[config.mk]
export PLATFORM = sky130hd
export DESIGN_NAME = alarm_ctrl
export DESIGN_NICKNAME = d
export VERILOG_FILES = /design/src/rtl/alarm_pkg.sv /design/src/rtl/time_add_min.sv /design/src/rtl/alarm_ctrl.sv
export SDC_FILE = /design/constraint.sdc
export NUM_CORES = 1
export LEC_CHECK = 0
export CAP_MARGIN = 20
export CORE_MARGIN = 2
export CORE_UTILIZATION = 47
export DETAILED_ROUTE_END_ITERATION = 10
export GPL_ROUTABILITY_DRIVEN = 0
export MAX_ROUTING_LAYER = met4
export PLACE_DENSITY = 0.87
export SLEW_MARGIN = 30
export SYNTH_ARGS = -nofsm -noshare
export SYNTH_HDL_FRONTEND = slang
export SYNTH_SLANG_ARGS = --single-unit
[constraint.sdc]
create_clock -name clk -period 1.9 [get_ports clk]
set_input_delay 0.38 -clock clk [delete_from_list [all_inputs] [get_ports clk]]
set_output_delay 0.38 -clock clk [all_outputs]
set_load 0.01 [all_outputs]
[src/rtl/alarm_pkg.sv]
`default_nettype none
// ============================================================================
// Module      : alarm_pkg
// Description : Shared state encoding and time-of-day limits for alarm_ctrl.
// Revision    : 1.0 - initial release
// ============================================================================
package alarm_pkg;

    typedef enum logic [1:0] {
        IDLE    = 2'd0,
        ARMED   = 2'd1,
        RINGING = 2'd2,
        SNOOZE  = 2'd3
    } alarm_state_t;

    localparam logic [4:0] HR_MAX  = 5'd23;
    localparam logic [5:0] MIN_MAX = 6'd59;

endpackage
`default_nettype wire

[src/rtl/time_add_min.sv]
`default_nettype none
// ============================================================================
// Module      : time_add_min
// Description : Combinational hr:min + ADD_MIN minutes, wrapping at 60 min / 24 h.
// Revision    : 1.0 - initial release
// ============================================================================
module time_add_min
    import alarm_pkg::*;
#(
    parameter int unsigned ADD_MIN = 5
) (
    input  logic [4:0] i_hr,
    input  logic [5:0] i_min,
    output logic [4:0] o_hr,
    output logic [5:0] o_min
);

    logic [6:0] w_m;

    assign w_m = {1'b0, i_min} + 7'(ADD_MIN);

    always_comb begin
        o_hr  = i_hr;
        o_min = w_m[5:0];
        if (w_m > {1'b0, MIN_MAX}) begin
            o_min = 6'(w_m - 7'd60);
            o_hr  = (i_hr == HR_MAX) ? 5'd0 : i_hr + 5'd1;
        end
    end

endmodule
`default_nettype wire

[src/rtl/alarm_ctrl.sv]
`default_nettype none
// ============================================================================
// Module      : alarm_ctrl
// Description : Alarm state machine (idle/armed/ringing/snooze) on the digital_clock time.
// Revision    : 1.0 - initial release
// ============================================================================
module alarm_ctrl
    import alarm_pkg::*;
#(
    parameter int unsigned RING_SECS  = 60,
    parameter int unsigned SNOOZE_MIN = 5,
    parameter int unsigned MAX_SNOOZE = 3
) (
    input  logic       clk,
    input  logic       rst,
    input  logic [4:0] hr,
    input  logic [5:0] min,
    input  logic [5:0] sec,
    input  logic       set_en,
    input  logic [4:0] set_hr,
    input  logic [5:0] set_min,
    input  logic       arm,
    input  logic       disarm,
    input  logic       snooze,
    input  logic       stop,
    output logic       ring,
    output logic       armed,
    output logic       snoozing,
    output logic [4:0] alarm_hr,
    output logic [5:0] alarm_min,
    output logic [2:0] snooze_left,
    output logic       set_err
);

    localparam logic [7:0] c_ring_last = 8'(RING_SECS - 1);
    localparam logic [2:0] c_snz_max   = 3'(MAX_SNOOZE);

    alarm_state_t r_state;
    logic         r_ring;
    logic         r_snoozing;
    logic         r_set_err;
    logic [4:0]   r_alarm_hr;
    logic [5:0]   r_alarm_min;
    logic [2:0]   r_snooze_left;
    logic [7:0]   r_ring_cnt;
    logic [4:0]   r_snz_hr;
    logic [5:0]   r_snz_min;
    logic [5:0]   r_sec_q;

    logic         w_tick;
    logic         w_alarm_match;
    logic         w_snz_match;
    logic         w_set_ok;
    logic [4:0]   w_tgt_hr;
    logic [5:0]   w_tgt_min;

    // Matches only fire on entry into second 0, so a static time never retriggers.
    assign w_tick        = (sec != r_sec_q);
    assign w_alarm_match = w_tick && (sec == 6'd0) && (hr == r_alarm_hr) && (min == r_alarm_min);
    assign w_snz_match   = w_tick && (sec == 6'd0) && (hr == r_snz_hr) && (min == r_snz_min);
    assign w_set_ok      = (set_hr <= HR_MAX) && (set_min <= MIN_MAX);

    time_add_min #(
        .ADD_MIN (SNOOZE_MIN)
    ) u_snz_add (
        .i_hr    (hr),
        .i_min   (min),
        .o_hr    (w_tgt_hr),
        .o_min   (w_tgt_min)
    );

    always_ff @(posedge clk or posedge rst) begin
        if (rst) begin
            r_sec_q     <= 6'd0;
            r_alarm_hr  <= 5'd0;
            r_alarm_min <= 6'd0;
            r_set_err   <= 1'b0;
        end else begin
            r_sec_q   <= sec;
            r_set_err <= set_en && !w_set_ok;
            if (set_en && w_set_ok) begin
                r_alarm_hr  <= set_hr;
                r_alarm_min <= set_min;
            end
        end
    end

    always_ff @(posedge clk or posedge rst) begin
        if (rst) begin
            r_state       <= IDLE;
            r_ring        <= 1'b0;
            r_snoozing    <= 1'b0;
            r_snooze_left <= c_snz_max;
            r_ring_cnt    <= 8'd0;
            r_snz_hr      <= 5'd0;
            r_snz_min     <= 6'd0;
        end else begin
            case (r_state)
                IDLE: begin
                    if (arm) r_state <= ARMED;
                end
                ARMED: begin
                    if (disarm) begin
                        r_state <= IDLE;
                    end else if (w_alarm_match) begin
                        r_state       <= RINGING;
                        r_ring        <= 1'b1;
                        r_ring_cnt    <= 8'd0;
                        r_snooze_left <= c_snz_max;
                    end
                end
                RINGING: begin
                    if (disarm) begin
                        r_state <= IDLE;
                        r_ring  <= 1'b0;
                    end else if (stop) begin
                        r_state <= ARMED;
                        r_ring  <= 1'b0;
                    end else if (snooze && (r_snooze_left != 3'd0)) begin
                        r_state       <= SNOOZE;
                        r_ring        <= 1'b0;
                        r_snoozing    <= 1'b1;
                        r_snooze_left <= r_snooze_left - 3'd1;
                        r_snz_hr      <= w_tgt_hr;
                        r_snz_min     <= w_tgt_min;
                    end else if (w_tick) begin
                        if (r_ring_cnt == c_ring_last) begin
                            r_state <= ARMED;
                            r_ring  <= 1'b0;
                        end else begin
                            r_ring_cnt <= r_ring_cnt + 8'd1;
                        end
                    end
                end
                SNOOZE: begin
                    if (disarm) begin
                        r_state    <= IDLE;
                        r_snoozing <= 1'b0;
                    end else if (stop) begin
                        r_state    <= ARMED;
                        r_snoozing <= 1'b0;
                    end else if (w_snz_match) begin
                        r_state    <= RINGING;
                        r_ring     <= 1'b1;
                        r_snoozing <= 1'b0;
                        r_ring_cnt <= 8'd0;
                    end
                end
                default: begin
                    r_state    <= IDLE;
                    r_ring     <= 1'b0;
                    r_snoozing <= 1'b0;
                end
            endcase
        end
    end

    assign ring        = r_ring;
    assign armed       = (r_state != IDLE);
    assign snoozing    = r_snoozing;
    assign alarm_hr    = r_alarm_hr;
    assign alarm_min   = r_alarm_min;
    assign snooze_left = r_snooze_left;
    assign set_err     = r_set_err;

endmodule
`default_nettype wire
==> impl_metrics.json <==
{
  "status": "complete, but fails checks",
  "violations": "negative setup slack",
  "synth_largest_area_cell": "dfrtp_1",
  "dpl.hpwl_um": 5440,
  "syn_area_per_cell_um2": 9.65,
  "clk-insertion-delay-late_ps": 310,
  "p_sw_uw": 766,
  "worstMarginPinSlew_ps": 406,
  "crit_fanout": 7,
  "internal_power_uw": 1690,
  "fin_cells": 481,
  "synth_cell_types": 45,
  "grt_start_max_net_pins": 45,
  "cellPowerDensity_nw_per_um2": 554,
  "netlist.area_leader.share_pct": 39.3,
  "finalMaxSlewViolations": 0,
  "cts_buffers": 5,
  "drtIter0Drc": 257,
  "fin_ws_ps": -141,
  "hold_viol_final": 0,
  "drcViolationCount": 0,
  "wirelength_um": 9870,
  "start_util_pct": 48.6,
  "via_count": 2939,
  "crit_slowest_cell": "dfstp_2",
  "cp.arrival_ps": 2230,
  "r2r_start": "snooze_left[0]",
  "grt_pass1_vias": 2816,
  "timing.slew.headroom_pct": 72.9,
  "synth_edf_count": 0,
  "syn_nets": 320,
  "htreeDepth": 2,
  "synthArstFlopShare_pct": 100,
  "power_switching_share_pct": 31.2,
  "met2_wirelength_um": 5050,
  "synth.top_cells.by_count": "dfrtp_1, xor2_1, nand2_1",
  "end_kind": "register",
  "overflow": 0,
  "hold_buffers": 0,
  "num_rows": 27,
  "die-area_um2": 6310,
  "p_leak_uw": 0.00195,
  "cp-start-kind": "register",
  "grt.total_usage_pct": 29.6,
  "fmax_mhz": 490,
  "top_layer": "met4",
  "die_w_um": 79.4,
  "min_path_type": "primary input to register",
  "skew_ps": 8.15,
  "yosysWarnings": 0,
  "yosysSeqAreaShare_pct": 41.3,
  "netlist_area_um2": 2670,
  "first_pass_iters": 5,
  "netlist_instances": 277,
  "seqPwrFrac_pct": 42.7,
  "drive_gt1_share_pct": 43.6,
  "antenna_found_initial": 1,
  "final.setup.tns_ps": -1620,
  "grt_pass1_wl_um": 13900,
  "path_class": "register to register",
  "met3WireLength_um": 572,
  "vias_per_cell": 6.11,
  "num-fill-cells": 305,
  "path_cells": "inv_2 -> ha_4 -> ha_4 -> nand2b_4 -> o211ai_1 -> a21o_4 -> buf_6 -> buf_6 -> nor3_4 -> mux2i_1 -> o2bb2ai_1",
  "coreArea_um2": 5510,
  "synth_ff_type": "dfrtp_1",
  "ys_ff_latch": 44,
  "die_h_um": 79.4,
  "place_ws_ps": -981,
  "root_buffer": "clkbuf_8",
  "comb_power_share_pct": 32.9,
  "cts_buffer_depth": 2,
  "power_frac_clock_pct": 24.5,
  "cp-startpoint": "snooze_left[0]",
  "setup_viol": 22,
  "maxCapViolCount": 0,
  "yosysMostFrequentCell": "dfrtp_1",
  "synthToLayoutAreaGrowth_pct": 65.8,
  "ios": 53,
  "clock_sinks": 44,
  "required_ps": 2090,
  "wl_per_cell_um": 20.5,
  "ant_nets": 0,
  "cp_slowest_stage_delay_ps": 390,
  "placedCellCount": 448,
  "fin_crit_ps": 2040,
  "cts_tree": "built",
  "wl_met1_um": 3760,
  "ir_worst_vdd_mv": 0.539,
  "clk_pin_slew_ps": 90,
  "synth.top_cells.by_area": "dfrtp_1, xor2_1, mux2_2",
  "nets": 450,
  "rsz0062_at_grt": "true",
  "numPortBuffers": 52,
  "hold_path_startpoint": "sec[2]",
  "period_share_pct": 107,
  "final_util_pct": 80.5
}
==> per-stage QoR <==
stage               instance area, µm²  total power, µW  hold WS (ps)
floorplan                         2750             1350           411
global placement                  3740             1690           481
detailed placement                3740             1710           478
CTS                               4110             2360           389
global route                      4430             2550           387
finish                            4430             2450           384
==> critical path: cells and delay by family (launching register included) <==
kind | cells | cell delay [ps]
AOI/OAI and AO/OA | 3 | 470
DFF | 1 | 390
buffers and inverters | 3 | 310
and+or+nand+nor | 2 | 280
adders and majority gates | 2 | 250
muxes | 1 | 210
==> timing repair <==
| action | 4_1_cts | 5_1_grt |
|---|---|---|
| setup endpoints to repair | 26 | 26 |
| buffers inserted | 7 | 16 |
| pin swaps | 37 | 37 |
| resized for setup | 84 | 60 |
| gates cloned | 2 | 0 |
==> final timing paths <==
path,endpoint,slack (ps),depth (start not counted)
max reg2reg,r_ring_cnt[6],-140,11
min,r_sec_q[2],380,1
min reg2reg,r_snz_min[2],520,2
max,r_ring_cnt[6],-140,11
min in group asynchronous,r_ring_cnt[0],430,3
max in group asynchronous,snooze_left[1],1200,3
==> flip-flops by register name (all words and copies together) (netlist names) <==
name and cells:
r_ring_cnt 8, r_snz_hr 5, alarm_hr 5, snoozing 1
set_err 1, r_snz_min 6, r_sec_q 6, snooze_left 3
ring 1, r_state 2, alarm_min 6
==> power groups by stage <==
stage	registers (µW)	logic (µW)	clock network [µW]
floorplan	1070	274	0
global placement	1060	630	0
detailed placement	1060	650	0
CTS	1040	705	611
global route	1050	856	644
finish	1050	807	601
==> cell usage in the layout, fill, tap and decap left out, drive strengths merged, types with 3 or more instances in the layout <==
cell type / instances
or3: 3
dlygate4sd2: 12
inv: 9
xor2: 32
buf: 87
nand2: 23
o21ai: 13
nand4: 3
clkdlybuf4s50: 33
nand3: 8
nor2b: 5
a21oi: 9
nand2b: 3
o31ai: 4
nor3: 5
a21o: 6
or4: 5
clkbuf: 10
dfrtp: 42
mux2i: 6
nor4: 10
nor2: 22
o2bb2ai: 6
a31oi: 3
ha: 8
mux2: 14
==> kinds of logic (layout without fill, tap and decap cells) <==
| family | Yosys count | count (layout) | synth area share, % |
|---|---|---|---|
| other | 0 | 1 | 0 |
| buffers and inverters | 23 | 153 | 3.79 |
| adders and majority gates | 8 | 8 | 3.74 |
| muxes | 20 | 20 | 8.14 |
| and+or+nand+nor | 94 | 95 | 18.0 |
| xor gates and xnor gates | 34 | 34 | 11.1 |
| DFF | 44 | 44 | 41.3 |
| AOI/OAI and AO/OA | 54 | 54 | 13.9 |
==> area by class of cell <==
class,count,area [µm²],share of cell area (%)
Antenna cell,1,2.50,0.0564
Clock buffer,7,76.3,1.72
Clock inverter,1,8.76,0.198
Inverter,9,33.8,0.762
Multi-Input combinational cell,211,1920,43.2
Sequential cell,44,1100,24.9
Tap cell,72,90.1,2.03
Timing Repair Buffer,136,1200,27.1
==> layer usage <==
metal / global-route usage [%] / vias to the layer above
met1: 33.7 / 1443
met5: - / -
met2: 51.2 / 176
met3: 4.07 / 70
met4: 14.1 / 0
li1: - / 1250
Note: power is estimated with default switching activity, not from simulation.
